==> src/rtl/irq_controller.sv <==
// irq_controller: NUM_IRQ-source maskable fixed-priority interrupt controller for the MIPS control unit.
// Latency: irq_in -> irq is SYNC_STAGES+2 cycles; register reads are combinational.
// Backpressure: a request holds in REQ until irq_entry; define IRQ_EDGE_EN for edge-latched pending with W1C.
module irq_controller #(
    parameter int          NUM_IRQ     = 8,
    parameter int          SYNC_STAGES = 2,
    parameter logic [31:0] VEC_BASE    = 32'h0000_0180,
    parameter logic [31:0] VEC_STRIDE  = 32'h0000_0010,
    parameter logic [31:0] MASK_RST    = 32'h0000_0000,
    parameter int          CNT_W       = 16,
    localparam int         ID_W        = $clog2(NUM_IRQ)
) (
    input  logic               clk,
    input  logic               rst,
    input  logic [NUM_IRQ-1:0] irq_in,
    input  logic               irq_entry,
    input  logic               irq_resume,
    input  logic               bus_we,
    input  logic [1:0]         bus_addr,
    input  logic [31:0]        bus_wdata,
    output logic [31:0]        bus_rdata,
    output logic               irq,
    output logic               irq_active,
    output logic [ID_W-1:0]    irq_id,
    output logic [31:0]        irq_vector
);

    typedef enum logic [1:0] {IDLE, REQ, ACTIVE} state_t;

    localparam logic [NUM_IRQ-1:0] MASK_INIT = MASK_RST[NUM_IRQ-1:0];

    state_t             state;
    logic [NUM_IRQ-1:0] irq_s;
    logic [NUM_IRQ-1:0] pending;
    logic [NUM_IRQ-1:0] mask;
    logic [NUM_IRQ-1:0] elig;
    logic [ID_W-1:0]    winner;
    logic [CNT_W-1:0]   svc_cnt;
    logic               entry_acc;
    logic               req_drop;
    logic               mask_wr;
    logic               cnt_clr;
    logic               unused_wdata;

    assign mask_wr      = bus_we && (bus_addr == 2'd0);
    assign cnt_clr      = bus_we && (bus_addr == 2'd3);
    assign elig         = pending & mask;
    assign entry_acc    = (state == REQ) && irq_entry;
    assign unused_wdata = ^bus_wdata;

    // Optional synchroniser chain on every raw interrupt line
    generate
        if (SYNC_STAGES == 0) begin : g_nosync
            assign irq_s = irq_in;
        end else begin : g_sync
            logic [NUM_IRQ-1:0] stage_q [SYNC_STAGES];
            // Shift raw lines through SYNC_STAGES flops
            always_ff @(posedge clk) begin
                if (rst) begin
                    for (int k = 0; k < SYNC_STAGES; k++) stage_q[k] <= '0;
                end else begin
                    stage_q[0] <= irq_in;
                    for (int k = 1; k < SYNC_STAGES; k++) stage_q[k] <= stage_q[k-1];
                end
            end
            assign irq_s = stage_q[SYNC_STAGES-1];
        end
    endgenerate

`ifdef IRQ_EDGE_EN
    logic [NUM_IRQ-1:0] irq_s_prev;
    logic [NUM_IRQ-1:0] pend_set;
    logic [NUM_IRQ-1:0] pend_clr;
    logic [NUM_IRQ-1:0] entry_onehot;

    assign pend_set     = irq_s & ~irq_s_prev;
    assign entry_onehot = entry_acc ? ({{(NUM_IRQ-1){1'b0}}, 1'b1} << irq_id) : '0;
    assign pend_clr     = ((bus_we && bus_addr == 2'd1) ? bus_wdata[NUM_IRQ-1:0] : '0) | entry_onehot;
    // Only masking can withdraw a latched edge request
    assign req_drop     = !mask[irq_id];

    // Latch rising edges; clears from W1C or entry lose to a simultaneous new edge
    always_ff @(posedge clk) begin
        if (rst) begin
            pending    <= '0;
            irq_s_prev <= '0;
        end else begin
            pending    <= (pending & ~pend_clr) | pend_set;
            irq_s_prev <= irq_s;
        end
    end
`else
    // Level request is withdrawn when the line drops or gets masked
    assign req_drop = !elig[irq_id];

    // Level mode: pending simply mirrors the synchronised lines
    always_ff @(posedge clk) begin
        if (rst) pending <= '0;
        else     pending <= irq_s;
    end
`endif

    // Mask register, bit = 1 enables the source
    always_ff @(posedge clk) begin
        if (rst)          mask <= MASK_INIT;
        else if (mask_wr) mask <= bus_wdata[NUM_IRQ-1:0];
    end

    // Fixed priority: lowest eligible index wins
    always_comb begin
        winner = '0;
        for (int i = NUM_IRQ - 1; i >= 0; i--) begin
            if (elig[i]) winner = ID_W'(i);
        end
    end

    // Request/service FSM with registered outputs and saturating service counter
    always_ff @(posedge clk) begin
        if (rst) begin
            state      <= IDLE;
            irq        <= 1'b0;
            irq_active <= 1'b0;
            irq_id     <= '0;
            svc_cnt    <= '0;
        end else begin
            case (state)
                IDLE: begin
                    if (|elig) begin
                        state  <= REQ;
                        irq    <= 1'b1;
                        irq_id <= winner;
                    end
                end
                REQ: begin
                    if (irq_entry) begin
                        state      <= ACTIVE;
                        irq        <= 1'b0;
                        irq_active <= 1'b1;
                    end else if (req_drop) begin
                        state <= IDLE;
                        irq   <= 1'b0;
                    end
                end
                ACTIVE: begin
                    if (irq_resume) begin
                        state      <= IDLE;
                        irq_active <= 1'b0;
                    end
                end
                default: begin
                    state      <= IDLE;
                    irq        <= 1'b0;
                    irq_active <= 1'b0;
                end
            endcase
            if (cnt_clr)                             svc_cnt <= entry_acc ? CNT_W'(1) : '0;
            else if (entry_acc && (svc_cnt != '1))   svc_cnt <= svc_cnt + CNT_W'(1);
        end
    end

    assign irq_vector = VEC_BASE + 32'(irq_id) * VEC_STRIDE;

    // Register window read mux; unused high bits read as zero
    always_comb begin
        bus_rdata = '0;
        case (bus_addr)
            2'd0: bus_rdata[NUM_IRQ-1:0] = mask;
            2'd1: bus_rdata[NUM_IRQ-1:0] = pending;
            2'd2: begin
                bus_rdata[31]       = irq_active;
                bus_rdata[30]       = irq;
                bus_rdata[ID_W-1:0] = irq_id;
            end
            default: bus_rdata[CNT_W-1:0] = svc_cnt;
        endcase
    end

endmodule

==> config.mk <==
export PLATFORM = sky130hd
export DESIGN_NAME = irq_controller
export DESIGN_NICKNAME = d
export VERILOG_FILES = /design/src/rtl/irq_controller.sv
export SDC_FILE = /design/constraint.sdc
export NUM_CORES = 1
export LEC_CHECK = 0
export BUFFER_PORTS_ARGS = -buffer_cell sky130_fd_sc_hd__buf_4
export CORE_MARGIN = 8
export CORE_UTILIZATION = 44
export CTS_CLUSTER_SIZE = 10
export DETAILED_ROUTE_END_ITERATION = 7
export GPL_TIMING_DRIVEN = 1
export MAX_ROUTING_LAYER = met4
export PLACE_DENSITY = 0.79
export SETUP_SLACK_MARGIN = 0.4
export SYNTH_ARGS = -nofsm -noshare
export SYNTH_HDL_FRONTEND = slang
export SYNTH_SLANG_ARGS = --single-unit
==> constraint.sdc <==
create_clock -name clk -period 1.7 [get_ports clk]
set_input_delay 0.34 -clock clk [delete_from_list [all_inputs] [get_ports clk]]
set_output_delay 0.34 -clock clk [all_outputs]
set_load 0.01 [all_outputs]
* After elaboration in Yosys (flattened, before gate mapping) *
Memory sizes are Yosys's and may differ from the RTL's. A register that Yosys moved wholly into a read port is not among the register bits.
Index checks and enable logic that the tools add are counted.

word-level totals
  memory bits (writable) = 16
  flip-flop bits (word level) = 31
  output and inout bits = 69
  logic and storage cells = 72
  memories kept = 1

memories
  memory          words  bits a word  read ports  clocked after Yosys merged registers in  wr ports  RTL line  RTL
  g_sync.stage_q  2      8            2           1                                        2         56        logic [NUM_IRQ-1:0] stage_q [SYNC_STAGES];

operators by class
  equal/unequal tests = 10
  reductions and logical operators = 13
  mux-type cells = 34
  $lt $le $gt $ge = 1
  $add $sub $neg = 2
  bitwise logic cells = 5

operator list
  kind                   count
  $mux 16                2
  $mux 3                 8
  $mux 8                 3
  $add 16x1->16 const B  1
  $ne 16x16->1 const B   1
  $pmux 5 s3             1
  $add 9x7->10 const A   1
  $mux 1                 10
  $mux 2                 5
  $pmux 3 s3             1
  $reduce_and 3->1       3
  $and 8x8->8            1
  $reduce_or 8->1        1
  $eq 2x2->1 const B     3
  $ne 2x2->1 const B     3
  $pmux 1 s3             2
  $pmux 2 s3             1
  $eq 2x1->1 const B     2
  $logic_and 1x1->1      4
  $logic_not 2->1        2
  $lt 3x4->1 const B     1
  $bmux 1 s3             1
  $ne 3x3->1 const B     1
  $reduce_or 3->1        1
  other kinds (4)        6

* Logic depth before layout (Yosys ltp) *
Gate-level depths: netlist of the first run.

  word-level depth = 9
  gate-level depth with buffers = 7

* Worst setup path after synthesis of the first run *
No wires, ideal clock.

  path kind = reg-to-reg
  start = register svc_cnt[0]
  end = register svc_cnt[0]
  setup slack = 6 ps
  stages on the path, launching flop included = 8
  required time = 1568 ps
  arrival time = 1562 ps
  setup time = 132 ps
  period minus slack after synthesis = 1694 ps
  cells stage by stage = dfxtp_1 ha_1 nand4_1 nor4_4 buf_4 nor3_1 a31oi_1 a21oi_1

between the ends
  cells in the longest elaborated chain, start to end = 3
  elaborated cells on any way between the ends = 6

ends and longest elaborated chain
  item                                           RTL line  RTL
  from (decl)                                    38        logic [CNT_W-1:0] svc_cnt;
  from (signal assigned)                         156       if (cnt_clr) svc_cnt <= entry_acc ? CNT_W'(1) : '0;
  from (signal assigned)                         157       else if (entry_acc && (svc_cnt != '1)) svc_cnt <= svc_cnt + CNT_W'(1);
  $add 16x1->16 or $ne 16x16->1 (tied branches)  157
  $mux 16 or $logic_and 1x1->1 (tied branches)   157
  $mux 16 or $reduce_bool 2->1 (tied branches)   n/a

Parallel ways exist; a longest one is shown, timed or not. The select of a mux whose other input is x is not followed.
A chain may end at the register's enable or synchronous reset.

* Final worst setup path of the first run *
  start = register svc_cnt[0]
  end = output bus_rdata[0]

between the ends
  cells in the longest elaborated chain, start to end = 1

ends and longest elaborated chain
  item        RTL line  RTL
  $pmux 3 s3  166       case (bus_addr)
  to (decl)   21        output logic [31:0] bus_rdata,

Every way passes these cells.

==> results of run 1 <==
## worst max-delay path, stage by stage (launching register included)
cell and delay, ps:
dfxtp_4 370, buf_6 110, mux4_2 460, buf_6 140
## power groups by stage
stage	sequential, mW	combinational, mW	clock, mW
final	1.31	0.242	0.808
after global routing	1.32	0.263	0.881
after CTS	1.32	0.224	0.813
after detailed placement	1.36	0.207	0
after global placement	1.36	0.203	0
after floorplan	1.36	0.217	0
## Yosys cell counts (2+ instances only)
cell type / n / area share (%)
a311o_1: 2 / 0.71
nand3_1: 9 / 1.6
mux2_2: 5 / 2.0
dfxtp_1: 55 / 39
xnor2_1: 11 / 3.4
inv_1: 3 / 0.40
nand2b_1: 2 / 0.44
nor3b_1: 3 / 0.80
conb_1: 2 / 0.27
and2_1: 3 / 0.67
nor2b_1: 24 / 5.3
nand2_1: 34 / 4.5
nor3_1: 9 / 1.6
a31oi_1: 2 / 0.44
and3_1: 10 / 2.2
o211ai_1: 2 / 0.53
nor4_1: 2 / 0.44
a21oi_1: 16 / 2.8
buf_4: 48 / 13
nand4_1: 4 / 0.89
mux4_2: 4 / 3.2
clkbuf_1: 9 / 1.2
o21ai_0: 3 / 0.53
a211oi_1: 2 / 0.53
nor2_1: 25 / 3.3
a22oi_1: 2 / 0.53
a22o_1: 5 / 1.6
## flip-flops by register name, indices dropped and copies added (netlist names)
name	cells
mask	8
irq	1
irq_active	1
irq_id	3
svc_cnt	16
pending	8
g_sync.stage_q	16
state	2
## final cells by class
type / count / area, um2
Inverter: 3 / 11.3
Clock buffer: 5 / 68.8
Clock inverter: 3 / 33.8
Sequential cell: 55 / 1190
Multi-Input combinational cell: 240 / 1760
Timing Repair Buffer: 100 / 912
Tap cell: 77 / 96.3
Fill cell: 454 / 2200
## path summary, 6_finish.rpt
check / start / end / slack, ps / depth (start not counted)
worst min register to register: g_sync.stage_q[1][3] / pending[3] / 430 / 1
worst min-delay path: irq_in[7] / g_sync.stage_q[0][7] / 220 / 2
worst max register to register: svc_cnt[15] / svc_cnt[0] / 10 / 7
worst max-delay path: svc_cnt[0] / bus_rdata[0] / -40 / 3
## kinds of logic (layout without fill, tap and decap cells)
| kind of cell | count (synthesis) | in the layout | share of synthesized area, % |
|---|---|---|---|
| AO/OA/AOI/OAI | 39 | 39 | 9.84 |
| XOR/XNOR | 11 | 11 | 3.41 |
| adder cells (fa/ha/maj) | 1 | 1 | 0.443 |
| buffers and inverters | 62 | 111 | 14.8 |
| flip-flops | 55 | 55 | 39.0 |
| multiplexers | 10 | 10 | 5.72 |
| other | 2 | 43 | 0.266 |
| AND/OR/NAND/NOR | 136 | 136 | 26.5 |
## layer usage
metal | GRT usage (%) | vias to the layer above | share of wire (%)
met5 | - | - | 0
met3 | 3.82 | 37 | 7.0
li1 | - | 1180 | -
met4 | 7.68 | 0 | 3.2
met1 | 18.5 | 1169 | 39
met2 | 29.5 | 130 | 51
## timing repair
item	in CTS	in global routing
buffers inserted	22	17
gates cloned	1	0
pin swaps	21	18
resized for setup	111	23
endpoints found under the setup margin	39	40
## stage by stage
step                      hold WS, ps  cell area [um2]  setup TNS, ps  utilization [%]
after floorplan                   414             3120              0                -
after global placement            418             3210              0             51.1
after detailed placement          424             3210              0             51.1
after CTS                         221             3860          -40.8             61.5
after global routing              212             4070           -164             64.9
final                             219             4070          -40.6             64.9
==> insert_results.sql, run 1 <==
INSERT INTO impl_metrics (metric_group, metric, value, unit) VALUES
('power_and_ir_drop', 'power.combinational.fraction', '10.2', '%'),
('detailed_routing', 'postRouteWirelength', '8030', 'um'),
('power_and_ir_drop', 'power', '2.36', 'mW'),
('sta', 'fin_ws', '-40.6', 'ps'),
('placement', 'placed_cells', '435', ''),
('cts', 'path_clk_slew', '110', 'ps'),
('cts', 'cts_inserted_buffers', '5', ''),
('power_and_ir_drop', 'switching_share', '27.5', '%'),
('critical_path', 'cp_data_arrival_time', '1400', 'ps'),
('outcome', 'violations', 'negative setup slack', ''),
('critical_path', 'setup.worst_path.end_class', 'output port', ''),
('layout', 'num-nets-final', '453', ''),
('detailed_routing', 'post-route-drc-count', '0', ''),
('detailed_routing', 'drt_pass_1_iters', '4', ''),
('sta', 'slew_viol_final', '0', ''),
('sta', 'hold_violations', '0', ''),
('power_and_ir_drop', 'pwr-share-seq', '55.6', '%'),
('cts', 'worst_skew_pair.late_latency', '320', 'ps'),
('power_and_ir_drop', 'internal_power', '1.71', 'mW'),
('layout', 'final_layout_size_suffix_gt1_share', '51.0', '%'),
('floorplan', 'top_level_i_o_count', '116', ''),
('cts', 'clock-root-buffer', 'clkbuf_8', ''),
('yosys', 'synth_async_sr_flop_share', '0', '%'),
('power_and_ir_drop', 'netSwitchingPower', '0.650', 'mW'),
('yosys', 'mapped_area', '0.00282', 'mm2'),
('placement', 'post-dp-hpwl', '4880', 'um'),
('floorplan', 'fp.dieW', '96.1', 'um'),
('critical_path', 'wp_data_required', '1360', 'ps'),
('outcome', 'status', 'complete, but fails checks', ''),
('critical_path', 'timing_worst_setup_path_type', 'reg -> out', ''),
('critical_path', 'timing.critical_path.from_type', 'flop', ''),
('yosys', 'number_of_different_library_cells_in_the_post_synthesis_netlist', '47', ''),
('detailed_routing', 'wl_per_cell', '16.6', 'um'),
('layout', 'final-instance-count-excl-fill', '483', ''),
('floorplan', 'fp.coreArea', '0.00628', 'mm2'),
('critical_path', 'largest_driver_fanout_on_the_critical_path', '2', ''),
('floorplan', 'floorplan.initialDensity', '44.9', '%'),
('min_path', 'hp-class', 'in -> reg', ''),
('detailed_routing', 'postRouteAntennaNets', '0', ''),
('global_route', 'grt_pass1_wl', '12000', 'um'),
('detailed_routing', 'drt_first_iter_violations', '181', ''),
('cts', 'clock_tree.htree_level_count', '2', ''),
('yosys', 'most_used_dff_post_synth', 'dfxtp_1', ''),
('cts', 'cts_sinks', '55', ''),
('detailed_routing', 'routed-via-count', '2516', ''),
('yosys', 'yosysSeqAreaShare', '39.0', '%'),
('placement', 'io_buffer_count', '48', ''),
('cts', 'tritoncts', 'done', ''),
('yosys', 'total_number_of_yosys_warnings', '0', ''),
('yosys', 'post_synth_edffs', '0', ''),
('cts', 'clock_path_buffers', '2', ''),
('power_and_ir_drop', 'p_clk_share', '34.2', '%'),
('power_and_ir_drop', 'power_per_cell_area', '580', 'mW/mm2'),
('job', 'cap_viol_max_count', '0', ''),
('sta', 'rsz0062_at_grt', 'true', ''),
('sta', 'setup_viol', '1', ''),
('placement', 'detailedPlace.worstSlack', '19.9', 'ps'),
('detailed_routing', 'drt-vias-per-instance', '5.21', ''),
('cts', 'cts_hold_buf', '0', ''),
('power_and_ir_drop', 'max_ir_drop_vdd', '0.570', 'mV'),
('placement', 'place_congestion', '0.903', ''),
('yosys', 'syn_area_per_cell', '8.93', 'um2'),
('sta', 'clock.fmax', '575', 'MHz'),
('floorplan', 'die_height', '96.1', 'um'),
('power_and_ir_drop', 'power.leakage', '1.66', 'nW'),
('yosys', 'synth_cells', '316', ''),
('layout', 'most-common-layout-cells', '58 x buf_4, 43 x conb_1, 41 x buf_6', ''),
('sta', 'clock-skew-final', '11.7', 'ps'),
('floorplan', 'fp-row-count', '29', ''),
('global_route', 'gr-usage-all-layers', '17.2', '%'),
('layout', 'area_growth_syn_to_layout', '44.4', '%'),
('global_route', 'grt_antenna_before_repair', '0', ''),
('layout', 'insertedDiodeCount', '0', ''),
('sta', 'layout_min_cycle_time', '1740', 'ps'),
('global_route', 'grt_max_degree', '31', ''),
('floorplan', 'die_area', '0.00923', 'mm2'),
('yosys', 'ys_ff_latch', '55', ''),
('layout', 'layout.cells.most_common', 'buf_4', ''),
('sta', 'finalCritPeriodShare', '102', '%'),
('global_route', 'first_global_vias', '2538', ''),
('global_route', 'grt_overflow', '0', '');
Power figures use the tool's default switching activity.
==> inputs of run 2 (changes only) <==
- CORE_UTILIZATION: 44 -> 52
- PLACE_DENSITY: 0.79 -> 0.85
- clock period: 1.7 -> 2.1 ns (I/O delays scaled with it)
==> run 2 against run 1 <==
The run now ends clean. Cell count down 6.8%. Combinational power down 30%. Flip-flop and latch count unchanged. Register-to-register slack better by 410 ps. Clock power down 23%. First-iteration DRC count up 28%. Worst setup slack better by 400 ps. Non-clock buffer count down 28.
==> insert_results.sql, run 2 (synthesis gave the netlist of run 1 again) <==
INSERT INTO impl_metrics (metric_group, metric, value, unit) VALUES
('detailed_routing', 'drt_first_iter_violations', '231', ''),
('sta', 'clock.fmax', '573', 'MHz'),
('placement', 'postPlaceCellArea', '0.00304', 'mm2'),
('detailed_routing', 'wl_per_cell', '14.9', 'um'),
('layout', 'final_area', '0.00339', 'mm2'),
('critical_path', 'crit_chain', 'mux4_2, buf_6', ''),
('floorplan', 'die_height', '89.7', 'um'),
('cts', 'cts_hold_buf', '0', ''),
('power_and_ir_drop', 'internal_power', '1.37', 'mW'),
('cts', 'tritoncts', 'done', ''),
('cts', 'clock-root-buffer', 'clkbuf_8', ''),
('critical_path', 'setup.worst_path.end_class', 'output port', ''),
('critical_path', 'timing.critical_path.from_type', 'flop', ''),
('global_route', 'grt_max_degree', '41', ''),
('global_route', 'grt_pass1_wl', '9890', 'um'),
('power_and_ir_drop', 'switching_share', '26.4', '%'),
('placement', 'placed_cells', '421', ''),
('layout', 'top_regs', 'g_sync.stage_q x16, svc_cnt x16', ''),
('layout', 'final_layout_size_suffix_gt1_share', '31.2', '%'),
('layout', 'most-common-layout-cells', '64 x buf_4, 43 x conb_1, 39 x dfxtp_1', ''),
('detailed_routing', 'postRouteWirelength', '6710', 'um'),
('floorplan', 'fp.dieW', '89.7', 'um'),
('placement', 'detailedPlace.worstSlack', '292', 'ps'),
('cts', 'clock_tree.htree_level_count', '2', ''),
('placement', 'post-dp-hpwl', '4450', 'um'),
('sta', 'fin_ws', '355', 'ps'),
('global_route', 'gr-usage-all-layers', '16.4', '%'),
('layout', 'insertedDiodeCount', '0', ''),
('detailed_routing', 'post-route-drc-count', '0', ''),
('power_and_ir_drop', 'pwr-share-seq', '57.3', '%'),
('critical_path', 'cp_data_arrival_time', '1330', 'ps'),
('power_and_ir_drop', 'power_per_cell_area', '548', 'mW/mm2'),
('sta', 'hold_violations', '0', ''),
('critical_path', 'timing_worst_setup_path_type', 'reg -> out', ''),
('cts', 'path_clk_slew', '110', 'ps'),
('critical_path', 'cp_slowest_cell', 'mux4_2', ''),
('job', 'cap_viol_max_count', '0', ''),
('detailed_routing', 'postRouteAntennaNets', '0', ''),
('global_route', 'first_global_vias', '2107', ''),
('placement', 'place_congestion', '0.891', ''),
('cts', 'clock_path_buffers', '2', ''),
('power_and_ir_drop', 'power', '1.86', 'mW'),
('layout', 'area_growth_syn_to_layout', '20.3', '%'),
('power_and_ir_drop', 'netSwitchingPower', '0.491', 'mW'),
('detailed_routing', 'drt-vias-per-instance', '5.21', ''),
('power_and_ir_drop', 'power.leakage', '1.45', 'nW'),
('sta', 'tns', '0', 'ps'),
('floorplan', 'floorplan.initialDensity', '52.5', '%'),
('critical_path', 'wp_data_required', '1680', 'ps'),
('power_and_ir_drop', 'power.combinational.fraction', '9.1', '%'),
('global_route', 'grt_overflow', '0', ''),
('layout', 'layout.cells.most_common', 'buf_4', ''),
('outcome', 'status', 'completed', ''),
('min_path', 'hp-class', 'in -> reg', ''),
('placement', 'io_buffer_count', '48', ''),
('floorplan', 'top_level_i_o_count', '116', ''),
('layout', 'final-instance-count-excl-fill', '450', ''),
('floorplan', 'die_area', '0.00804', 'mm2'),
('layout', 'final_core_util', '63.2', '%'),
('cts', 'cts_sinks', '55', ''),
('sta', 'setup_viol', '0', ''),
('power_and_ir_drop', 'p_clk_share', '33.6', '%'),
('cts', 'worst_skew_pair.late_latency', '320', 'ps'),
('floorplan', 'fp-row-count', '27', ''),
('power_and_ir_drop', 'max_ir_drop_vdd', '0.471', 'mV'),
('sta', 'fin_hold_ws', '300', 'ps'),
('sta', 'finalCritPeriodShare', '83.1', '%'),
('sta', 'layout_min_cycle_time', '1750', 'ps'),
('sta', 'clock-skew-final', '10.5', 'ps'),
('floorplan', 'fp.coreArea', '0.00537', 'mm2'),
('cts', 'cts_inserted_buffers', '5', ''),
('sta', 'rsz0062_at_grt', 'true', ''),
('layout', 'num-nets-final', '425', ''),
('critical_path', 'critical-path-max-stage-delay', '490', 'ps'),
('detailed_routing', 'drt_pass_1_iters', '4', ''),
('sta', 'slew_viol_final', '0', ''),
('critical_path', 'largest_driver_fanout_on_the_critical_path', '4', ''),
('detailed_routing', 'routed-via-count', '2344', ''),
('global_route', 'grt_antenna_before_repair', '0', '');
-- run 2: changes by cell type in the layout (fill, tap and decap cells not counted), sizes merged --
cell	before	now
buf	100	72
clkinv	1	0
clkinvlp	0	1
-- run 2: final timing paths --
| path | start | end | slack, ps | cells past startpoint |
|---|---|---|---|---|
| hold reg to reg | g_sync.stage_q[0][3] | g_sync.stage_q[1][3] | 450 | 1 |
| setup reg to reg | svc_cnt[0] | svc_cnt[15] | 420 | 5 |
| hold / removal | irq_in[5] | g_sync.stage_q[0][5] | 300 | 2 |
| setup / recovery | svc_cnt[0] | bus_rdata[0] | 350 | 2 |
-- run 2: power groups by stage --
stage	clock [mW]	combinational, mW	sequential (mW)
after floorplan	0	0.164	1.10
after global placement	0	0.153	1.10
after detailed placement	0	0.156	1.10
after CTS	0.627	0.163	1.07
after global routing	0.692	0.186	1.07
final	0.626	0.169	1.07
-- run 2: worst max-delay path, delay by kind of cell (launching register included) --
| kind | cells | cell delay (ps) |
|---|---|---|
| muxes | 1 | 490 |
| DFF | 1 | 380 |
| buffers and inverters | 1 | 140 |
-- run 2: metal layers --
| metal | global-route usage [%] | vias to the layer above | routed length, um | share of wire [%] |
|---|---|---|---|---|
| met1 | 17.9 | 1095 | 2540 | 38 |
| met4 | 6.34 | 0 | 129 | 1.9 |
| met5 | - | - | 0 | 0 |
| met3 | 4.00 | 17 | 536 | 8.0 |
| li1 | - | 1114 | - | - |
| met2 | 28.1 | 118 | 3510 | 52 |
-- run 2: layout make-up --
class | count | area, um2
multi-input cells | 240 | 1480
well taps | 72 | 90.1
fillers | 418 | 1980
clock buffers | 5 | 68.8
repair buffers | 72 | 568
clock inverters | 3 | 27.5
inverters | 3 | 11.3
flip-flops and latches | 55 | 1150
-- run 2: timing repair --
item | in CTS | in global routing
setup endpoints to repair | 23 | 17
pin swaps | 1 | 5
gates cloned | 0 | 1
buffers inserted | 12 | 8
resized for setup | 30 | 12
==> inputs of run 3 (changes only) <==
- CORE_UTILIZATION: 52 -> 48
- PLACE_DENSITY: 0.85 -> 0.8
- clock period: 2.1 -> 1.8 ns (I/O delays scaled with it)
==> run 3 against run 2 <==
Combinational power up 21%. Worst setup slack got worse by 240 ps. Flip-flop and latch count did not move. Largest power group unchanged. Total power up 18%.
==> insert_results.sql, run 3 (synthesis gave the netlist of run 1 again) <==
INSERT INTO impl_metrics (metric_group, metric, value, unit) VALUES
('outcome', 'status', 'completed', ''),
('global_route', 'grt_antenna_before_repair', '0', ''),
('global_route', 'grt-busiest-layer', 'met2', ''),
('critical_path', 'largest_driver_fanout_on_the_critical_path', '3', ''),
('layout', 'register_area', '0.00117', 'mm2'),
('global_route', 'gr-usage-met1', '18.4', '%'),
('global_route', 'grt_overflow', '0', ''),
('cts', 'worst_skew_pair.late_latency', '320', 'ps'),
('critical_path', 'critical-path-max-stage-delay', '500', 'ps'),
('floorplan', 'die_area', '0.00859', 'mm2'),
('layout', 'most-common-layout-cells', '68 x buf_4, 43 x conb_1, 32 x nand2_1', ''),
('critical_path', 'wp_data_required', '1440', 'ps'),
('sta', 'clock.fmax', '593', 'MHz'),
('critical_path', 'cell_family_with_the_largest_share_of_critical_path_delay', 'multiplexers', ''),
('power_and_ir_drop', 'power_per_cell_area', '582', 'mW/mm2'),
('sta', 'slew_viol_final', '0', ''),
('detailed_routing', 'routed-via-count', '2432', ''),
('min_path', 'hp-class', 'in -> reg', ''),
('detailed_routing', 'drt-vias-per-instance', '5.17', ''),
('cts', 'clock-root-buffer', 'clkbuf_8', ''),
('global_route', 'gr-usage-met3', '4.37', '%'),
('cts', 'path_clk_slew', '100', 'ps'),
('sta', 'rsz0062_at_grt', 'true', ''),
('global_route', 'grt_max_degree', '41', ''),
('placement', 'place_congestion', '0.897', ''),
('critical_path', 'setup.worst_path.end_class', 'output port', ''),
('cts', 'cts_inserted_buffers', '5', ''),
('placement', 'post-dp-hpwl', '4810', 'um'),
('global_route', 'grtUsageMet2', '30.6', '%'),
('global_route', 'first_global_vias', '2389', ''),
('layout', 'filler_cell_count', '466', ''),
('layout', 'layout.cells.most_common', 'buf_4', ''),
('detailed_routing', 'drt_first_iter_violations', '134', ''),
('global_route', 'gr-usage-all-layers', '17.3', '%'),
('floorplan', 'fp-row-count', '28', ''),
('floorplan', 'fp.dieW', '92.7', 'um'),
('sta', 'setup_viol', '0', ''),
('layout', 'final-instance-count-excl-fill', '470', ''),
('layout', 'area_growth_syn_to_layout', '33.9', '%'),
('layout', 'top_regs', 'g_sync.stage_q x16, svc_cnt x16', ''),
('floorplan', 'fp.coreArea', '0.00582', 'mm2'),
('critical_path', 'cp_slowest_cell', 'mux4_2', ''),
('job', 'cap_viol_max_count', '0', ''),
('power_and_ir_drop', 'power.leakage', '1.57', 'nW'),
('sta', 'clock-skew-final', '18.9', 'ps'),
('floorplan', 'die_height', '92.7', 'um'),
('global_route', 'grt_pass1_wl', '11800', 'um'),
('sta', 'fin_ws', '113', 'ps'),
('floorplan', 'top_level_i_o_count', '116', ''),
('placement', 'io_buffer_count', '48', ''),
('layout', 'final_layout_size_suffix_gt1_share', '45.1', '%'),
('cts', 'cts_sinks', '55', ''),
('critical_path', 'crit_chain', 'mux4_2, buf_6', ''),
('placement', 'placed_cells', '431', ''),
('power_and_ir_drop', 'max_ir_drop_vdd', '0.517', 'mV'),
('cts', 'clock_path_buffers', '2', ''),
('detailed_routing', 'postRouteAntennaNets', '0', ''),
('detailed_routing', 'postRouteWirelength', '7410', 'um'),
('sta', 'fin_hold_ws', '257', 'ps'),
('critical_path', 'timing.critical_path.from_type', 'flop', ''),
('layout', 'multi_input_area', '0.00166', 'mm2'),
('critical_path', 'timing_worst_setup_path_type', 'reg -> out', ''),
('cts', 'tritoncts', 'done', ''),
('cts', 'cts_hold_buf', '0', ''),
('floorplan', 'floorplan.initialDensity', '48.5', '%'),
('layout', 'insertedDiodeCount', '0', ''),
('critical_path', 'cp_num_buf_inv', '1', ''),
('sta', 'finalCritPeriodShare', '93.7', '%'),
('detailed_routing', 'drt_pass_1_iters', '4', ''),
('placement', 'detailedPlace.worstSlack', '115', 'ps'),
('detailed_routing', 'wl_per_cell', '15.8', 'um'),
('cts', 'clock_tree.htree_level_count', '2', ''),
('sta', 'layout_min_cycle_time', '1690', 'ps'),
('layout', 'num-nets-final', '442', ''),
('detailed_routing', 'post-route-drc-count', '0', ''),
('sta', 'hold_violations', '0', ''),
('power_and_ir_drop', 'power', '2.20', 'mW'),
('critical_path', 'cp_data_arrival_time', '1330', 'ps'),
('sta', 'tns', '0', 'ps');
## run 3: changes by cell type in the layout (fill, tap and decap cells not counted), moves of 4 or more
cell     delta
dfxtp_1    -16
buf_6      +15
dfxtp_2    +15
and3_1      -5
and3_4      +5
buf_4       +4
nor3_1      -4
## run 3: path summary, 6_finish.rpt
check,from,endpoint,slack [ps],cells after the start
worst max-delay path,svc_cnt[0],bus_rdata[0],110,2
worst min register to register,g_sync.stage_q[1][1],pending[1],430,1
worst max register to register,svc_cnt[8],svc_cnt[15],180,5
worst min-delay path,irq_in[7],g_sync.stage_q[0][7],260,2
## run 3: cell type report
class	instances	share of cell area, %
clock buffer	8	2.65
inverter	3	0.298
multi-input combinational	240	43.8
sequential	55	31.0
tap	75	2.48
timing repair buffer	89	19.8
## run 3: per-stage QoR
| step | cell area (um2) | utilization, % |
|---|---|---|
| 3_5_place_dp | 3150 | 54.1 |
| 3_3_place_gp | 3150 | 54.1 |
| 5_1_grt | 3780 | 65.0 |
| 2_1_floorplan | 3050 | - |
| 4_1_cts | 3600 | 61.9 |
| 6_report | 3780 | 65.0 |
## run 3: layer usage
metal / vias up / wire length (um)
met3: 15 / 490
met1: 1155 / 2810
met2: 110 / 3980
li1: 1152 / -
met5: - / 0
met4: 0 / 128
## run 3: timing repair
action / CTS / global route
resized for setup: 54 / 37
setup buffers: 24 / 7
endpoints found under the setup margin: 32 / 36
cloned: 0 / 0
pin swaps: 18 / 15
## run 3: where the power goes
part	switching [mW]	internal (mW)
combinational	0.122	0.0828
clock	0.397	0.352
sequential	0.0155	1.23
